### src/rtl/cp0_nested_irq_if.sv
// Signal bundle between the CPU pipeline and the nested CP0 interrupt block.
// The master side drives requests and pipeline context; the slave side is the interrupt block.
interface cp0_nested_irq_if #(
    parameter int N_IRQ = 8,
    parameter int PC_W  = 32
);
    logic [N_IRQ-1:0] hardware_interrupt;
    logic [PC_W-1:0]  current_pc;
    logic             eret;
    logic             mask_we;
    logic [N_IRQ-1:0] mask_wdata;
    logic             pc_jump;
    logic [PC_W-1:0]  pc_addr;
    logic             writeback_mask;
    logic             interrupt;
    logic [PC_W-1:0]  epc;
    logic [31:0]      status;
    logic [N_IRQ-1:0] pending;

    modport master (
        output hardware_interrupt, current_pc, eret, mask_we, mask_wdata,
        input  pc_jump, pc_addr, writeback_mask, interrupt, epc, status, pending
    );

    modport slave (
        input  hardware_interrupt, current_pc, eret, mask_we, mask_wdata,
        output pc_jump, pc_addr, writeback_mask, interrupt, epc, status, pending
    );
endinterface

### src/rtl/cp0_nested_irq.sv
// Edge-latched, fixed-priority, maskable interrupt controller with preemptive nesting via an EPC/level stack.
// Redirect outputs are combinational from state and this cycle's inputs; a request edge can redirect the next cycle.
module cp0_nested_irq #(
    parameter int              N_IRQ      = 8,
    parameter int              DEPTH      = 4,
    parameter int              PC_W       = 32,
    parameter logic [PC_W-1:0] VEC_BASE   = PC_W'(32'h100),
    parameter logic [PC_W-1:0] VEC_STRIDE = PC_W'(32'h10)
) (
    input  logic              clk,
    input  logic              clr_n,
    cp0_nested_irq_if.slave   bus
);
    localparam int DW = $clog2(DEPTH + 1);

    typedef enum logic [1:0] {ACT_RUN, ACT_TAKE, ACT_ERET} act_t;

    logic [N_IRQ-1:0] pending, prev, mask;
    logic [DW-1:0]    depth;
    logic [4:0]       level;
    logic             err;
    logic [PC_W-1:0]  stk_epc [DEPTH];
    logic [4:0]       stk_lvl [DEPTH];

    act_t             act;
    logic [N_IRQ-1:0] rise, pending_nxt;
    logic [DW-1:0]    depth_nxt;
    logic [4:0]       level_nxt;
    logic             err_nxt;
    logic             cand_vld, eligible;
    logic [3:0]       cand_idx;
    logic [PC_W-1:0]  top_epc;
    logic [4:0]       top_lvl;

    assign rise = bus.hardware_interrupt & ~prev;

    always_comb begin
        top_epc = '0;
        top_lvl = '0;
        for (int k = 0; k < DEPTH; k++) begin
            if (DW'(k) == depth - DW'(1)) begin
                top_epc = stk_epc[k];
                top_lvl = stk_lvl[k];
            end
        end
    end

    // Scan from the lowest priority up so the lowest index wins.
    always_comb begin
        cand_vld = 1'b0;
        cand_idx = '0;
        for (int i = N_IRQ - 1; i >= 0; i--) begin
            if (pending[i] && mask[i]) begin
                cand_vld = 1'b1;
                cand_idx = 4'(i);
            end
        end
    end

    assign eligible = cand_vld && (depth < DW'(DEPTH)) &&
                      ((level == 5'd0) || ((5'(cand_idx) + 5'd1) < level));

    always_comb begin
        act                = ACT_RUN;
        bus.pc_jump        = 1'b0;
        bus.pc_addr        = '0;
        bus.writeback_mask = 1'b1;
        depth_nxt          = depth;
        level_nxt          = level;
        err_nxt            = err;
        pending_nxt        = pending | rise;
        if (bus.eret) begin
            if (depth != '0) begin
                act         = ACT_ERET;
                bus.pc_jump = 1'b1;
                bus.pc_addr = top_epc;
                depth_nxt   = depth - DW'(1);
                level_nxt   = top_lvl;
            end else begin
                err_nxt = 1'b1;
            end
        end else if (eligible) begin
            act                = ACT_TAKE;
            bus.pc_jump        = 1'b1;
            bus.pc_addr        = VEC_BASE + VEC_STRIDE * PC_W'(cand_idx);
            bus.writeback_mask = 1'b0;
            depth_nxt          = depth + DW'(1);
            level_nxt          = 5'(cand_idx) + 5'd1;
            // A fresh edge on the channel being taken must survive the clear.
            pending_nxt        = (pending & ~(N_IRQ'(1) << cand_idx)) | rise;
        end
    end

    always_ff @(posedge clk or negedge clr_n) begin
        if (!clr_n) begin
            pending <= '0;
            prev    <= '0;
            mask    <= '1;
            depth   <= '0;
            level   <= '0;
            err     <= 1'b0;
            for (int k = 0; k < DEPTH; k++) begin
                stk_epc[k] <= '0;
                stk_lvl[k] <= '0;
            end
        end else begin
            prev    <= bus.hardware_interrupt;
            pending <= pending_nxt;
            depth   <= depth_nxt;
            level   <= level_nxt;
            err     <= err_nxt;
            if (bus.mask_we) mask <= bus.mask_wdata;
            for (int k = 0; k < DEPTH; k++) begin
                if (act == ACT_TAKE && DW'(k) == depth) begin
                    stk_epc[k] <= bus.current_pc;
                    stk_lvl[k] <= level;
                end
            end
        end
    end

    assign bus.interrupt = (depth != '0);
    assign bus.epc       = (depth != '0) ? top_epc : '0;
    assign bus.pending   = pending;
    assign bus.status    = {err, 3'(depth), 7'd0, level, 16'(mask)};

endmodule

### src/flat_wrapper.sv
// flat-port wrapper written by rule: the top's interface ports become plain ports
module cp0_nested_irq_flat 
#(
    parameter int              N_IRQ      = 8,
    parameter int              DEPTH      = 4,
    parameter int              PC_W       = 32,
    parameter logic [PC_W-1:0] VEC_BASE   = PC_W'(32'h100),
    parameter logic [PC_W-1:0] VEC_STRIDE = PC_W'(32'h10)
)
  (clk, clr_n, bus_hardware_interrupt, bus_current_pc, bus_eret, bus_mask_we, bus_mask_wdata, bus_pc_jump, bus_pc_addr, bus_writeback_mask, bus_interrupt, bus_epc, bus_status, bus_pending);
  cp0_nested_irq_if #(.N_IRQ(N_IRQ), .PC_W(PC_W)) bus_i ();
  input  logic clk;
  input  logic clr_n;
  input wire logic [$bits(bus_i.hardware_interrupt)-1:0] bus_hardware_interrupt;
  input wire logic [$bits(bus_i.current_pc)-1:0] bus_current_pc;
  input wire logic [$bits(bus_i.eret)-1:0] bus_eret;
  input wire logic [$bits(bus_i.mask_we)-1:0] bus_mask_we;
  input wire logic [$bits(bus_i.mask_wdata)-1:0] bus_mask_wdata;
  output wire logic [$bits(bus_i.pc_jump)-1:0] bus_pc_jump;
  output wire logic [$bits(bus_i.pc_addr)-1:0] bus_pc_addr;
  output wire logic [$bits(bus_i.writeback_mask)-1:0] bus_writeback_mask;
  output wire logic [$bits(bus_i.interrupt)-1:0] bus_interrupt;
  output wire logic [$bits(bus_i.epc)-1:0] bus_epc;
  output wire logic [$bits(bus_i.status)-1:0] bus_status;
  output wire logic [$bits(bus_i.pending)-1:0] bus_pending;
  assign bus_i.hardware_interrupt = bus_hardware_interrupt;
  assign bus_i.current_pc = bus_current_pc;
  assign bus_i.eret = bus_eret;
  assign bus_i.mask_we = bus_mask_we;
  assign bus_i.mask_wdata = bus_mask_wdata;
  assign bus_pc_jump = bus_i.pc_jump;
  assign bus_pc_addr = bus_i.pc_addr;
  assign bus_writeback_mask = bus_i.writeback_mask;
  assign bus_interrupt = bus_i.interrupt;
  assign bus_epc = bus_i.epc;
  assign bus_status = bus_i.status;
  assign bus_pending = bus_i.pending;
  cp0_nested_irq #(.N_IRQ(N_IRQ), .DEPTH(DEPTH), .PC_W(PC_W), .VEC_BASE(VEC_BASE), .VEC_STRIDE(VEC_STRIDE)) u_core (.clk(clk), .clr_n(clr_n), .bus(bus_i));
endmodule
### config.mk
export PLATFORM = sky130hd
export DESIGN_NAME = cp0_nested_irq_flat
export DESIGN_NICKNAME = d
export VERILOG_FILES = /design/src/rtl/cp0_nested_irq_if.sv /design/src/rtl/cp0_nested_irq.sv /design/src/flat_wrapper.sv
export SDC_FILE = /design/constraint.sdc
export NUM_CORES = 1
export LEC_CHECK = 0
export ABC_AREA = 1
export BUFFER_PORTS_ARGS = -buffer_cell sky130_fd_sc_hd__buf_2
export CORE_MARGIN = 8
export CORE_UTILIZATION = 59
export CTS_BUF_LIST = sky130_fd_sc_hd__clkbuf_8
export DETAILED_ROUTE_END_ITERATION = 12
export PLACE_DENSITY = 0.83
export SLEW_MARGIN = 15
export SYNTH_ARGS = -nofsm -noshare
export SYNTH_HDL_FRONTEND = slang
export SYNTH_SLANG_ARGS = --single-unit
export TNS_END_PERCENT = 10
### constraint.sdc
create_clock -name clk -period 4.34 [get_ports clk]
set_input_delay 0.651 -clock clk [delete_from_list [all_inputs] [get_ports clk]]
set_output_delay 0.651 -clock clk [all_outputs]
set_load 0.005 [all_outputs]
==> metrics.md <==
| Metric | Value |
|---|---|
| Status | `completed` |
| Die Span Y | `143 um` |
| Final Skew | `between 10 and 15 ps` |
| Vias in the first global route | `8963` |
| Final hold viol count | `0` |
| Avg Inst Size Synth | `about 8 sq um` |
| EDFF count, synth | `0` |
| Detailed placement HPWL | `16400 um` |
| Yosys warning count | `0` |
| Max frequency | `245 MHz` |
| Total GRT Usage | `27.2%` |
| Flop2flop setup slack | `between 500 and 600 ps` |
| R2R depth | `22` |
| DRT Wirelength | `27300 um` |
| Routed vias | `9123` |
| Largest area contributor in the netlist | `dfrtp_1` |
| Ports | `159` |
| WHS Path Cells | `1` |
| #FFs+latches synth | `181` |
| Largest family of logic cells by synthesized area | `simple AND/OR/NAND/NOR gates` |
| Hold crit path type | `in -> reg` |
| Mux cell area share after synthesis | `0.942%` |
| Setup WS post-layout | `between 200 and 300 ps` |
| Post-Layout Cell Count | `1534` |
| DR WL/cell | `17.8 um` |
| Final hold slack | `280 ps` |
| GR Overflow Total | `0` |
| Mapped Area | `9560 sq um` |
| Compound-cell area share of the yosys netlist | `3.24%` |
| Critical path peak fanout | `13` |
| Port Buffers | `between 100 and 150` |
| Worst flop-to-flop path startpoint | `u_core.mask[6]` |
| Synth Area in Simple Gates | `38.6%` |
| Adder-Cell Fraction of Synth Area | `1.96%` |
| Slew headroom | `31.2%` |
| H-tree depth | `4` |
| Row cnt | `46` |
| Fin Setup TNS | `0 ps` |
| Startpoint types | `register` |
| Worst-Skew Late Latency | `around 480 ps` |
| Leak | `roughly 5.7 nW` |
| WP data arrival | `3430 ps` |
| CTS root buf | `clkbuf_8` |
| XOR/XNOR Fraction of Synth Area | `0.262%` |
| Reg2reg end | `u_core.stk_epc[65]` |
| Drt first pass iters | `5` |
| Sequential fraction of the synthesis area | `47.5%` |
| CTS tree | `built` |
| Drc violations | `0` |
| Peak supply drop | `1.18 mV` |
| Nets | `~1400` |
| Core area | `about 16000 sq um` |
| Netlist cell types | `31` |
| Synthesized instance count | `1217` |
| First-pass GRT wire length | `between 40000 and 50000 um` |
| Die Area | `20500 sq um` |
| Fin crit share | `94.0%` |
| Period minus WS final | `4080 ps` |
| Initial antenna violation count | `3` |
| Post-DRT Antenna Nets | `0` |
| RePlAce Congestion | `~0.89` |
| # hold bufs at CTS | `0` |
| Top cells by area, synth | `dfrtp_1 (45%), nand2_1 (16%), nand4_1 (9.9%), nand3_1 (4.9%), nor3_1 (2.8%)` |
| Kind of critical path | `reg -> out` |
| Buffer levels on the longest clock path | `2` |
| Required time of the critical path | `~3700 ps` |
| Pin count of the biggest net entering global routing | `162` |
| Initial core utilization | `60.2%` |
| Via-to-Cell Ratio | `5.95` |
| WHS Endpoint | `u_core.prev[7]` |
| CTS Buf Count | `17` |
| Initial DRC Count | `919` |
| Syn-to-layout area delta | `12.4%` |
| Crit end category | `output pin` |
| Hold path start | `bus_hardware_interrupt[7]` |
| Setup WS pre-CTS | `502 ps` |
| Least-Margin Pin Slew | `1030 ps` |
| Top_reg_cell synth | `dfrtp_1` |
| Share of post-route cells with drive strength above 1 | `20.0%` |
| Max Slew Vio Count | `0` |
| # setup viols final | `0` |
| Pwr Density | `a little over 800 nW/um^2` |
| Share of the synthesized area in the top cell type | `a little under half` |
| Worst-path clk slew | `around 90 ps` |
| Max Cap Viol | `0` |
| Placed Cells | `1500` |
| Die Span X | `143 um` |
| Clock Sinks | `181` |
| FFs w/ async S/R, synth | `100%` |
## flip-flops by register name (all words and copies together) (netlist names)
register,flops
u_core.bus.pending,8
u_core.level,5
u_core.mask,8
u_core.err,1
u_core.stk_epc,128
u_core.prev,8
u_core.depth,3
u_core.stk_lvl,20
## worst max-delay path, cell delays in order, from the launching register on
cell and delay, ps:
dfstp_2 550, nand2_1 70, nand2_1 70, nand2_1 40
nand2_1 50, nand2_1 50, nand2_1 60, nand2_1 90
nand2_2 130, inv_1 90, ha_1 220, ha_1 310
ha_1 290, a21oi_1 130, nor2_1 50, a21oi_1 110
nand2_1 100, nand2_4 100, nand2_4 130, o21ai_1 180
buf_2 140
## worst max-delay path by stage
stage / start / slack, ps / depth (start not counted) / end
after global placement: u_core.mask[6] / 640 / 20 / bus_pc_jump
after detailed placement: u_core.mask[6] / 500 / 20 / bus_pc_jump
final: u_core.mask[6] / 260 / 20 / bus_pc_addr[4]
after global routing: u_core.mask[6] / -0.6 / 20 / bus_pc_addr[5]
after CTS: u_core.mask[6] / 110 / 20 / bus_pc_addr[4]
after floorplan: u_core.mask[6] / 870 / 21 / bus_pc_addr[6]
## cells by family (layout without fill, tap and decap cells)
logic type,after synthesis,count (layout)
buffers and inverters,151,236
muxes,8,8
other,1,17
and+or+nand+nor,804,804
xor gates and xnor gates,2,2
adders and majority gates,15,15
AOI/OAI and AO/OA,55,55
DFF,181,181
## layout make-up
| class | instances | area, sq um |
|---|---|---|
| diodes | 2 | 5.00 |
| clock buffers | 22 | 303 |
| clock inverters | 10 | 128 |
| fillers | 1376 | 5130 |
| inverters | 39 | 146 |
| multi-input cells | 899 | 4430 |
| flip-flops and latches | 181 | 4540 |
| well taps | 216 | 270 |
| repair buffers | 165 | 925 |
## synthesized netlist by cell type, drive strengths merged (15+ instances only)
| master | number |
|---|---|
| ha | 15 |
| buf | 66 |
| nand4 | 151 |
| dfrtp | 173 |
| nor3 | 54 |
| a21oi | 37 |
| or2 | 32 |
| nand3 | 97 |
| nand2 | 420 |
| nor2 | 50 |
| clkbuf | 46 |
| inv | 39 |
## through the flow
| step | cell area, sq um | util, % | total power, mW |
|---|---|---|---|
| final | 10800 | 67.7 | 8.86 |
| after global routing | 10800 | 67.7 | 9.55 |
| after CTS | 10700 | 67.5 | 8.79 |
| after detailed placement | 10300 | 64.8 | 7.55 |
| after global placement | 10300 | 64.8 | 7.41 |
| after floorplan | 9620 | - | 5.97 |
## cells in the final DEF, fill, tap and decap left out, types with 4 or more instances in the layout
cell	instances
nand2_1	415
conb_1	15
clkbuf_8	22
nand3_1	93
nand4_1	151
nor2_4	6
nand2_4	4
buf_2	142
or2_2	32
nor3_1	54
buf_4	19
o21ai_0	7
mux2_2	8
a21oi_1	37
ha_1	14
dfstp_2	8
nand3_2	4
dfrtp_1	173
nor2_1	44
inv_1	38
## timing repair
item                       CTS  global route
buffers inserted             0             0
setup endpoints to repair    2             5
resized for setup            2             5
## where the power goes
group	switching [mW]	internal (mW)
clock	0.599	0.639
combinational	3.36	1.52
sequential	0.414	2.33
total	4.37	4.49
## per-layer routing
| metal | up-vias | share of wire [%] | track usage (%) |
|---|---|---|---|
| li1 | 4234 | - | - |
| met1 | 4404 | 40 | 34.5 |
| met2 | 428 | 50 | 44.2 |
| met3 | 55 | 8.9 | 5.67 |
| met4 | 2 | 2.0 | 11.7 |
| met5 | - | 0.037 | 0 |
Power figures use the tool's default switching activity.
